**config.mk**
```make
export PLATFORM = sky130hd
export DESIGN_NAME = idex_fwd_reg_flat
export DESIGN_NICKNAME = d
export VERILOG_FILES = /design/src/rtl/idex_fwd_reg_if.sv /design/src/rtl/idex_fwd_reg.sv /design/src/flat_wrapper.sv
export SDC_FILE = /design/constraint.sdc
export NUM_CORES = 1
export LEC_CHECK = 0
export ABC_AREA = 0
export CORE_MARGIN = 2
export CORE_UTILIZATION = 34
export CTS_CLUSTER_SIZE = 25
export DETAILED_ROUTE_END_ITERATION = 10
export HOLD_SLACK_MARGIN = 0.05
export PLACE_DENSITY = 0.85
export SLEW_MARGIN = 20
export SYNTH_ARGS = -nofsm -noshare
export SYNTH_HDL_FRONTEND = slang
export SYNTH_SLANG_ARGS = --single-unit
```
**constraint.sdc**
```tcl
create_clock -name clk -period 4.2 [get_ports clk]
set_clock_uncertainty 0.1 [all_clocks]
set_input_delay 0.84 -clock clk [delete_from_list [all_inputs] [get_ports clk]]
set_output_delay 0.84 -clock clk [all_outputs]
set_load 0.005 [all_outputs]
```
**src/rtl/idex_fwd_reg_if.sv**
```systemverilog
// rtl/idex_fwd_reg_if.sv - ID/EX pipeline register bus: decode side, EX side, back-end status
// master drives decode/status signals, slave is the pipeline register itself.
interface idex_fwd_reg_if #(
    parameter int XLEN = 32,
    parameter int RA_W = 5
);
    // decode side
    logic            id_valid;
    logic            id_ready;
    logic [6:0]      id_op;
    logic [RA_W-1:0] id_rd;
    logic [RA_W-1:0] id_rs1;
    logic [RA_W-1:0] id_rs2;
    logic [XLEN-1:0] id_data1;
    logic [XLEN-1:0] id_data2;
    logic [XLEN-1:0] id_sdata;
    logic            id_reg_write;
    logic            id_mem_read;
    logic            id_mem_write;

    // back-end status
    logic [RA_W-1:0] mem_rd;
    logic            mem_reg_write;
    logic            ex_stall;
    logic            flush;

    // EX side
    logic            ex_valid;
    logic [6:0]      ex_op;
    logic [RA_W-1:0] ex_rd;
    logic [XLEN-1:0] ex_data1;
    logic [XLEN-1:0] ex_data2;
    logic [XLEN-1:0] ex_sdata;
    logic            ex_reg_write;
    logic            ex_mem_read;
    logic            ex_mem_write;
    logic [1:0]      forwA;
    logic [1:0]      forwB;
    logic            lu_stall;

    modport master (
        output id_valid, id_op, id_rd, id_rs1, id_rs2,
               id_data1, id_data2, id_sdata,
               id_reg_write, id_mem_read, id_mem_write,
               mem_rd, mem_reg_write, ex_stall, flush,
        input  id_ready, ex_valid, ex_op, ex_rd,
               ex_data1, ex_data2, ex_sdata,
               ex_reg_write, ex_mem_read, ex_mem_write,
               forwA, forwB, lu_stall
    );

    modport slave (
        input  id_valid, id_op, id_rd, id_rs1, id_rs2,
               id_data1, id_data2, id_sdata,
               id_reg_write, id_mem_read, id_mem_write,
               mem_rd, mem_reg_write, ex_stall, flush,
        output id_ready, ex_valid, ex_op, ex_rd,
               ex_data1, ex_data2, ex_sdata,
               ex_reg_write, ex_mem_read, ex_mem_write,
               forwA, forwB, lu_stall
    );
endinterface

```
**src/rtl/idex_fwd_reg.sv**
```systemverilog
// rtl/idex_fwd_reg.sv - ID/EX register with forward-select generation and load-use bubble insertion
// Optional IDEX_PERF_CNT_EN adds a saturating stall_cnt of inserted hazard/flush bubbles.
module idex_fwd_reg #(
    parameter int XLEN = 32,
    parameter int RA_W = 5
) (
    input  logic           clk,
    input  logic           reset,
    idex_fwd_reg_if.slave  bus
`ifdef IDEX_PERF_CNT_EN
    ,
    output logic [31:0]    stall_cnt
`endif
);
    localparam logic [6:0] OP_R_TYPE  = 7'b0110011;
    localparam logic [6:0] OP_S_TYPE  = 7'b0100011;
    localparam logic [6:0] OP_B_TYPE  = 7'b1100011;
    localparam logic [6:0] OP_U_LUI   = 7'b0110111;
    localparam logic [6:0] OP_U_AUIPC = 7'b0010111;
    localparam logic [6:0] OP_J_JAL   = 7'b1101111;

    localparam logic [1:0] FWD_REG = 2'b00;
    localparam logic [1:0] FWD_EX  = 2'b01;
    localparam logic [1:0] FWD_MEM = 2'b10;

    localparam logic [0:0] ST_RUN    = 1'b0;
    localparam logic [0:0] ST_BUBBLE = 1'b1;

    logic [0:0]      state_q,        state_d;
    logic            ex_valid_q,     ex_valid_d;
    logic [6:0]      ex_op_q,        ex_op_d;
    logic [RA_W-1:0] ex_rd_q,        ex_rd_d;
    logic [XLEN-1:0] ex_data1_q,     ex_data1_d;
    logic [XLEN-1:0] ex_data2_q,     ex_data2_d;
    logic [XLEN-1:0] ex_sdata_q,     ex_sdata_d;
    logic            ex_reg_write_q, ex_reg_write_d;
    logic            ex_mem_read_q,  ex_mem_read_d;
    logic            ex_mem_write_q, ex_mem_write_d;
    logic [1:0]      forwA_q,        forwA_d;
    logic [1:0]      forwB_q,        forwB_d;

    logic            use_rs1;
    logic            use_rs2;
    logic            ex_hit_rs1;
    logic            ex_hit_rs2;
    logic            mem_hit_rs1;
    logic            mem_hit_rs2;
    logic            hazard;
    logic            lu_bubble;
    logic            flush_bubble;
    logic            do_hold;
    logic            do_capture;
    logic [1:0]      fwd_a;
    logic [1:0]      fwd_b;

    always_comb begin
        use_rs1 = !(bus.id_op == OP_U_LUI || bus.id_op == OP_U_AUIPC ||
                    bus.id_op == OP_J_JAL);
        use_rs2 = (bus.id_op == OP_R_TYPE || bus.id_op == OP_S_TYPE ||
                   bus.id_op == OP_B_TYPE);
    end

    // ex_*_q is the instruction that will sit in EX/MEM when the decode
    // instruction reaches EX, so it is the nearer (01) forwarding source.
    always_comb begin
        ex_hit_rs1  = use_rs1 && ex_valid_q && ex_reg_write_q &&
                      (ex_rd_q != '0) && (ex_rd_q == bus.id_rs1);
        ex_hit_rs2  = use_rs2 && ex_valid_q && ex_reg_write_q &&
                      (ex_rd_q != '0) && (ex_rd_q == bus.id_rs2);
        mem_hit_rs1 = use_rs1 && bus.mem_reg_write &&
                      (bus.mem_rd != '0) && (bus.mem_rd == bus.id_rs1);
        mem_hit_rs2 = use_rs2 && bus.mem_reg_write &&
                      (bus.mem_rd != '0) && (bus.mem_rd == bus.id_rs2);
    end

    always_comb begin
        if (ex_hit_rs1)       fwd_a = FWD_EX;
        else if (mem_hit_rs1) fwd_a = FWD_MEM;
        else                  fwd_a = FWD_REG;

        if (ex_hit_rs2)       fwd_b = FWD_EX;
        else if (mem_hit_rs2) fwd_b = FWD_MEM;
        else                  fwd_b = FWD_REG;
    end

    assign hazard = bus.id_valid && ex_mem_read_q && (ex_hit_rs1 || ex_hit_rs2);

    // A bubble in EX never reads memory, so BUBBLE can never re-trigger a hazard.
    always_comb begin
        do_hold      = bus.ex_stall;
        flush_bubble = !bus.ex_stall && bus.flush;
        lu_bubble    = !bus.ex_stall && !bus.flush && (state_q == ST_RUN) && hazard;
        do_capture   = !bus.ex_stall && !bus.flush && !lu_bubble && bus.id_valid;
    end

    always_comb begin
        bus.id_ready = !bus.ex_stall && !bus.flush &&
                       !((state_q == ST_RUN) && hazard);
        bus.lu_stall = lu_bubble;
    end

    always_comb begin
        state_d        = state_q;
        ex_valid_d     = ex_valid_q;
        ex_op_d        = ex_op_q;
        ex_rd_d        = ex_rd_q;
        ex_data1_d     = ex_data1_q;
        ex_data2_d     = ex_data2_q;
        ex_sdata_d     = ex_sdata_q;
        ex_reg_write_d = ex_reg_write_q;
        ex_mem_read_d  = ex_mem_read_q;
        ex_mem_write_d = ex_mem_write_q;
        forwA_d        = forwA_q;
        forwB_d        = forwB_q;

        if (!do_hold) begin
            state_d        = lu_bubble ? ST_BUBBLE : ST_RUN;
            ex_valid_d     = 1'b0;
            ex_op_d        = '0;
            ex_rd_d        = '0;
            ex_data1_d     = '0;
            ex_data2_d     = '0;
            ex_sdata_d     = '0;
            ex_reg_write_d = 1'b0;
            ex_mem_read_d  = 1'b0;
            ex_mem_write_d = 1'b0;
            forwA_d        = FWD_REG;
            forwB_d        = FWD_REG;
            if (do_capture) begin
                ex_valid_d     = 1'b1;
                ex_op_d        = bus.id_op;
                ex_rd_d        = bus.id_rd;
                ex_data1_d     = bus.id_data1;
                ex_data2_d     = bus.id_data2;
                ex_sdata_d     = bus.id_sdata;
                ex_reg_write_d = bus.id_reg_write;
                ex_mem_read_d  = bus.id_mem_read;
                ex_mem_write_d = bus.id_mem_write;
                forwA_d        = fwd_a;
                forwB_d        = fwd_b;
            end
        end
    end

    always_ff @(posedge clk) begin
        if (reset) begin
            state_q        <= ST_RUN;
            ex_valid_q     <= 1'b0;
            ex_op_q        <= '0;
            ex_rd_q        <= '0;
            ex_data1_q     <= '0;
            ex_data2_q     <= '0;
            ex_sdata_q     <= '0;
            ex_reg_write_q <= 1'b0;
            ex_mem_read_q  <= 1'b0;
            ex_mem_write_q <= 1'b0;
            forwA_q        <= FWD_REG;
            forwB_q        <= FWD_REG;
        end else begin
            state_q        <= state_d;
            ex_valid_q     <= ex_valid_d;
            ex_op_q        <= ex_op_d;
            ex_rd_q        <= ex_rd_d;
            ex_data1_q     <= ex_data1_d;
            ex_data2_q     <= ex_data2_d;
            ex_sdata_q     <= ex_sdata_d;
            ex_reg_write_q <= ex_reg_write_d;
            ex_mem_read_q  <= ex_mem_read_d;
            ex_mem_write_q <= ex_mem_write_d;
            forwA_q        <= forwA_d;
            forwB_q        <= forwB_d;
        end
    end

    always_comb begin
        bus.ex_valid     = ex_valid_q;
        bus.ex_op        = ex_op_q;
        bus.ex_rd        = ex_rd_q;
        bus.ex_data1     = ex_data1_q;
        bus.ex_data2     = ex_data2_q;
        bus.ex_sdata     = ex_sdata_q;
        bus.ex_reg_write = ex_reg_write_q;
        bus.ex_mem_read  = ex_mem_read_q;
        bus.ex_mem_write = ex_mem_write_q;
        bus.forwA        = forwA_q;
        bus.forwB        = forwB_q;
    end

`ifdef IDEX_PERF_CNT_EN
    logic [31:0] stall_cnt_q, stall_cnt_d;

    always_comb begin
        stall_cnt_d = stall_cnt_q;
        if ((lu_bubble || flush_bubble) && (stall_cnt_q != 32'hFFFF_FFFF))
            stall_cnt_d = stall_cnt_q + 32'd1;
    end

    always_ff @(posedge clk) begin
        if (reset) stall_cnt_q <= '0;
        else       stall_cnt_q <= stall_cnt_d;
    end

    assign stall_cnt = stall_cnt_q;
`else
    logic unused_flush_bubble;
    assign unused_flush_bubble = flush_bubble;
`endif
endmodule

```
**src/flat_wrapper.sv**
```systemverilog
// flat-port wrapper written by rule: the top's interface ports become plain ports
module idex_fwd_reg_flat 
#(
    parameter int XLEN = 32,
    parameter int RA_W = 5
)
  (clk, reset, bus_id_valid, bus_id_op, bus_id_rd, bus_id_rs1, bus_id_rs2, bus_id_data1, bus_id_data2, bus_id_sdata, bus_id_reg_write, bus_id_mem_read, bus_id_mem_write, bus_mem_rd, bus_mem_reg_write, bus_ex_stall, bus_flush, bus_id_ready, bus_ex_valid, bus_ex_op, bus_ex_rd, bus_ex_data1, bus_ex_data2, bus_ex_sdata, bus_ex_reg_write, bus_ex_mem_read, bus_ex_mem_write, bus_forwA, bus_forwB, bus_lu_stall);
  idex_fwd_reg_if #(.XLEN(XLEN), .RA_W(RA_W)) bus_i ();
  input  logic clk;
  input  logic reset;
  input wire logic [$bits(bus_i.id_valid)-1:0] bus_id_valid;
  input wire logic [$bits(bus_i.id_op)-1:0] bus_id_op;
  input wire logic [$bits(bus_i.id_rd)-1:0] bus_id_rd;
  input wire logic [$bits(bus_i.id_rs1)-1:0] bus_id_rs1;
  input wire logic [$bits(bus_i.id_rs2)-1:0] bus_id_rs2;
  input wire logic [$bits(bus_i.id_data1)-1:0] bus_id_data1;
  input wire logic [$bits(bus_i.id_data2)-1:0] bus_id_data2;
  input wire logic [$bits(bus_i.id_sdata)-1:0] bus_id_sdata;
  input wire logic [$bits(bus_i.id_reg_write)-1:0] bus_id_reg_write;
  input wire logic [$bits(bus_i.id_mem_read)-1:0] bus_id_mem_read;
  input wire logic [$bits(bus_i.id_mem_write)-1:0] bus_id_mem_write;
  input wire logic [$bits(bus_i.mem_rd)-1:0] bus_mem_rd;
  input wire logic [$bits(bus_i.mem_reg_write)-1:0] bus_mem_reg_write;
  input wire logic [$bits(bus_i.ex_stall)-1:0] bus_ex_stall;
  input wire logic [$bits(bus_i.flush)-1:0] bus_flush;
  output wire logic [$bits(bus_i.id_ready)-1:0] bus_id_ready;
  output wire logic [$bits(bus_i.ex_valid)-1:0] bus_ex_valid;
  output wire logic [$bits(bus_i.ex_op)-1:0] bus_ex_op;
  output wire logic [$bits(bus_i.ex_rd)-1:0] bus_ex_rd;
  output wire logic [$bits(bus_i.ex_data1)-1:0] bus_ex_data1;
  output wire logic [$bits(bus_i.ex_data2)-1:0] bus_ex_data2;
  output wire logic [$bits(bus_i.ex_sdata)-1:0] bus_ex_sdata;
  output wire logic [$bits(bus_i.ex_reg_write)-1:0] bus_ex_reg_write;
  output wire logic [$bits(bus_i.ex_mem_read)-1:0] bus_ex_mem_read;
  output wire logic [$bits(bus_i.ex_mem_write)-1:0] bus_ex_mem_write;
  output wire logic [$bits(bus_i.forwA)-1:0] bus_forwA;
  output wire logic [$bits(bus_i.forwB)-1:0] bus_forwB;
  output wire logic [$bits(bus_i.lu_stall)-1:0] bus_lu_stall;
  assign bus_i.id_valid = bus_id_valid;
  assign bus_i.id_op = bus_id_op;
  assign bus_i.id_rd = bus_id_rd;
  assign bus_i.id_rs1 = bus_id_rs1;
  assign bus_i.id_rs2 = bus_id_rs2;
  assign bus_i.id_data1 = bus_id_data1;
  assign bus_i.id_data2 = bus_id_data2;
  assign bus_i.id_sdata = bus_id_sdata;
  assign bus_i.id_reg_write = bus_id_reg_write;
  assign bus_i.id_mem_read = bus_id_mem_read;
  assign bus_i.id_mem_write = bus_id_mem_write;
  assign bus_i.mem_rd = bus_mem_rd;
  assign bus_i.mem_reg_write = bus_mem_reg_write;
  assign bus_i.ex_stall = bus_ex_stall;
  assign bus_i.flush = bus_flush;
  assign bus_id_ready = bus_i.id_ready;
  assign bus_ex_valid = bus_i.ex_valid;
  assign bus_ex_op = bus_i.ex_op;
  assign bus_ex_rd = bus_i.ex_rd;
  assign bus_ex_data1 = bus_i.ex_data1;
  assign bus_ex_data2 = bus_i.ex_data2;
  assign bus_ex_sdata = bus_i.ex_sdata;
  assign bus_ex_reg_write = bus_i.ex_reg_write;
  assign bus_ex_mem_read = bus_i.ex_mem_read;
  assign bus_ex_mem_write = bus_i.ex_mem_write;
  assign bus_forwA = bus_i.forwA;
  assign bus_forwB = bus_i.forwB;
  assign bus_lu_stall = bus_i.lu_stall;
  idex_fwd_reg #(.XLEN(XLEN), .RA_W(RA_W)) u_core (.clk(clk), .reset(reset), .bus(bus_i));
endmodule
```
==> results.sh <==
export IMPL_drtIter0Drc=245
export IMPL_firstDrtPassIters=5
export IMPL_ys_flop_type="dfxtp_1"
export IMPL_drt_wl_total_um=12900
export IMPL_placed_cell_area_mm2=0.00664
export IMPL_rows=40
export IMPL_start_util_pct=34.6
export IMPL_synth_common_cells="dfxtp_1 (117), a32o_1 (111), clkbuf_1 (25)"
export IMPL_coreArea_mm2=0.0119
export IMPL_reg2reg_depth=7
export IMPL_grt_pass1_wl_um=19600
export IMPL_htree_levels=4
export IMPL_synth_area_leaders="dfxtp_1 (57%), a32o_1 (27%), buf_6 (2.5%)"
export IMPL_worst_ep_required_time_ps=3260
export IMPL_synth_top_area_cell="dfxtp_1"
export IMPL_cts_sinks=117
export IMPL_io_buffers=249
export IMPL_slew_headroom_pct=50.9
export IMPL_yosysWarnings=0
export IMPL_p_leak_nw=2.55
export IMPL_gr_total_overflow=0
export IMPL_antenna_left=0
export IMPL_p_per_area_mw_per_mm2=383
export IMPL_fin_tns_setup_ps=0
export IMPL_peakVddDrop_uv=353
export IMPL_path_class="primary input to primary output"
export IMPL_final_cell_area_mm2=0.00722
export IMPL_diodes=0
export IMPL_ys_seq_area_share_pct=56.9
export IMPL_rsz0062_at_grt="no"
export IMPL_finalMaxSlewViolations=0
export IMPL_grt_antenna_before_repair=0
export IMPL_die_area_mm2=0.0130
export IMPL_path_max_fanout=4
export IMPL_timing_critical_path_from="bus_id_op[4]"
export IMPL_worst_slew_pin_slew_ps=737
export IMPL_multiInputGateArea_mm2=0.00158
export IMPL_dieHeight_um=114
export IMPL_cts_buffers=17
export IMPL_place_congestion=0.905
export IMPL_die_x_um=114
export IMPL_cts_root_buf="clkbuf_16"
export IMPL_fill_cells=967
export IMPL_grt_max_degree=114
export IMPL_synth_top_area_share_pct=56.9
export IMPL_hp_class="flip-flop to flip-flop"
export IMPL_setup_viol=0
export IMPL_synthToLayoutAreaGrowth_pct=75.4
export IMPL_clk_latency_ps=400
export IMPL_min_period_over_period_pct=95.0
export IMPL_worstReg2RegStart="u_core.bus.ex_rd[1]"
export IMPL_cp_endpoint="bus_id_ready"
export IMPL_wire_per_inst_um=18.0
export IMPL_worstSetupStartpointType="primary input"
export IMPL_syn_num_nets=460
export IMPL_gr_usage_all_layers_pct=19.2
export IMPL_postLayoutCoreUtil_pct=60.6
export IMPL_crit_arrival_ps=3050
export IMPL_hold_depth=2
export IMPL_fin_crit_ps=3990
export IMPL_yosysUniqueCellTypes=29
export IMPL_avgSynthCellArea_um2=12.6
export IMPL_cts_buffer_depth=2
export IMPL_hold_ws_ps=355
export IMPL_synth_most_common_cell="dfxtp_1"
export IMPL_regArea_mm2=0.00234
export IMPL_drive_gt1_share_pct=6.27
export IMPL_ys_async_sr_fraction_pct=0
export IMPL_grt_pass1_vias=3903
export IMPL_rrSetupSlack_ps=1500
export IMPL_synth_cells=328
export IMPL_cap_violations=0
export IMPL_ys_seq_elements=117
export IMPL_critPathCaptureType="primary output"
export IMPL_dpl_hpwl_um=9050
export IMPL_via_count=3946
export IMPL_status="completed"
export IMPL_clk_pin_slew_ps=50
export IMPL_max_freq_mhz=251
export IMPL_cts_tree="yes"
export IMPL_ios=250
export IMPL_hold_viol=0
export IMPL_vias_per_cell=5.47
export IMPL_syn_area_mm2=0.00412
export IMPL_synth_edf_count=0
export IMPL_r2r_end="u_core.bus.ex_data1[12]"
export IMPL_drcViolationCount=0
export IMPL_final_net_count=695
state kept, by name (all words and copies together), names as in the netlist:
signal,cells
u_core.bus.ex_rd,5
u_core.bus.ex_mem_write,1
u_core.bus.ex_data2,32
u_core.bus.forwB,2
u_core.bus.ex_reg_write,1
u_core.bus.ex_op,7
u_core.bus.ex_valid,1
u_core.bus.ex_mem_read,1
u_core.bus.ex_sdata,32
u_core.bus.ex_data1,32
u_core.state_q,1
u_core.bus.forwA,2
kinds of logic (layout without fill, tap and decap cells):
group	Yosys count	count (layout)	share of synthesized area, %
AOI/OAI and AO/OA	124	124	29.1
DFF	117	117	56.9
buffers and inverters	39	285	5.32
and+or+nand+nor	28	28	4.38
xor gates and xnor gates	20	20	4.26
layout by cell type, fill, tap and decap left out, drive strengths merged, types with 3 or more instances in the layout:
cell type,synthesis,routed
nand2,6,6
nor3,4,4
clkdlybuf4s50,0,248
clkbuf,25,27
o21ai,3,3
buf,13,5
nand4b,3,3
a32o,111,111
xnor2,10,10
dfxtp,117,117
or4,3,3
a21oi,3,3
xor2,10,10
nand3,3,3
worst min-delay path by stage:
| stage | startpoint | to | slack [ps] |
|---|---|---|---|
| after global placement | u_core.bus.forwB[1] | u_core.bus.forwB[1] | 340 |
| after CTS | u_core.bus.forwB[1] | u_core.bus.forwB[1] | 360 |
| after global routing | u_core.bus.ex_data2[0] | u_core.bus.ex_data2[0] | 370 |
| after floorplan | u_core.state_q | u_core.state_q | 330 |
| after detailed placement | u_core.bus.forwB[1] | u_core.bus.forwB[1] | 350 |
| final | u_core.bus.forwB[1] | u_core.bus.forwB[1] | 350 |
layout make-up:
cell class | count | area share (%)
clock buffers | 27 | 7.10
clock inverters | 3 | 0.589
inverters | 1 | 0.0520
multi-input cells | 172 | 21.9
flip-flops and latches | 117 | 32.4
well taps | 147 | 2.55
repair buffers | 254 | 35.4
worst max-delay path, stage by stage:
cell,delay (ps)
clkdlybuf4s50_1,520
or3b_2,460
a21oi_1,240
or4_4,210
a21oi_1,80
nor3_1,150
clkdlybuf4s50_1,560
layer usage:
metal | vias up | part of all wire, % | global-route usage (%)
met5 | - | 0 | 0
met4 | 0 | 2.1 | 7.97
met3 | 23 | 9.1 | 8.24
met2 | 177 | 52 | 33.8
met1 | 1928 | 37 | 20.2
li1 | 1818 | - | -
repair_timing:
| action | CTS | global route |
|---|---|---|
| hold buffers | 0 | 0 |
| endpoints found under the hold margin | 0 | 0 |
| gates resized for setup | 0 | 1 |
| setup endpoints to repair | 0 | 1 |
| setup buffers | 0 | 0 |
per-stage QoR:
step / setup slack [ps] / cells / power (mW)
5_1_grt: 103 / 721 / 2.86
2_1_floorplan: 1190 / 328 / 1.24
3_3_place_gp: 83.1 / 690 / 1.44
6_report: 212 / 721 / 2.76
4_1_cts: 49.3 / 720 / 2.79
3_5_place_dp: 54.5 / 690 / 1.45
power breakdown:
group | switching [mW] | leakage [nW] | internal (mW)
Combinational | 0.0857 | 1.33 | 0.186
Clock | 0.455 | 0.270 | 0.883
Sequential | 0.0155 | 0.948 | 1.14
No activity file was read; power rests on OpenSTA's default activity.
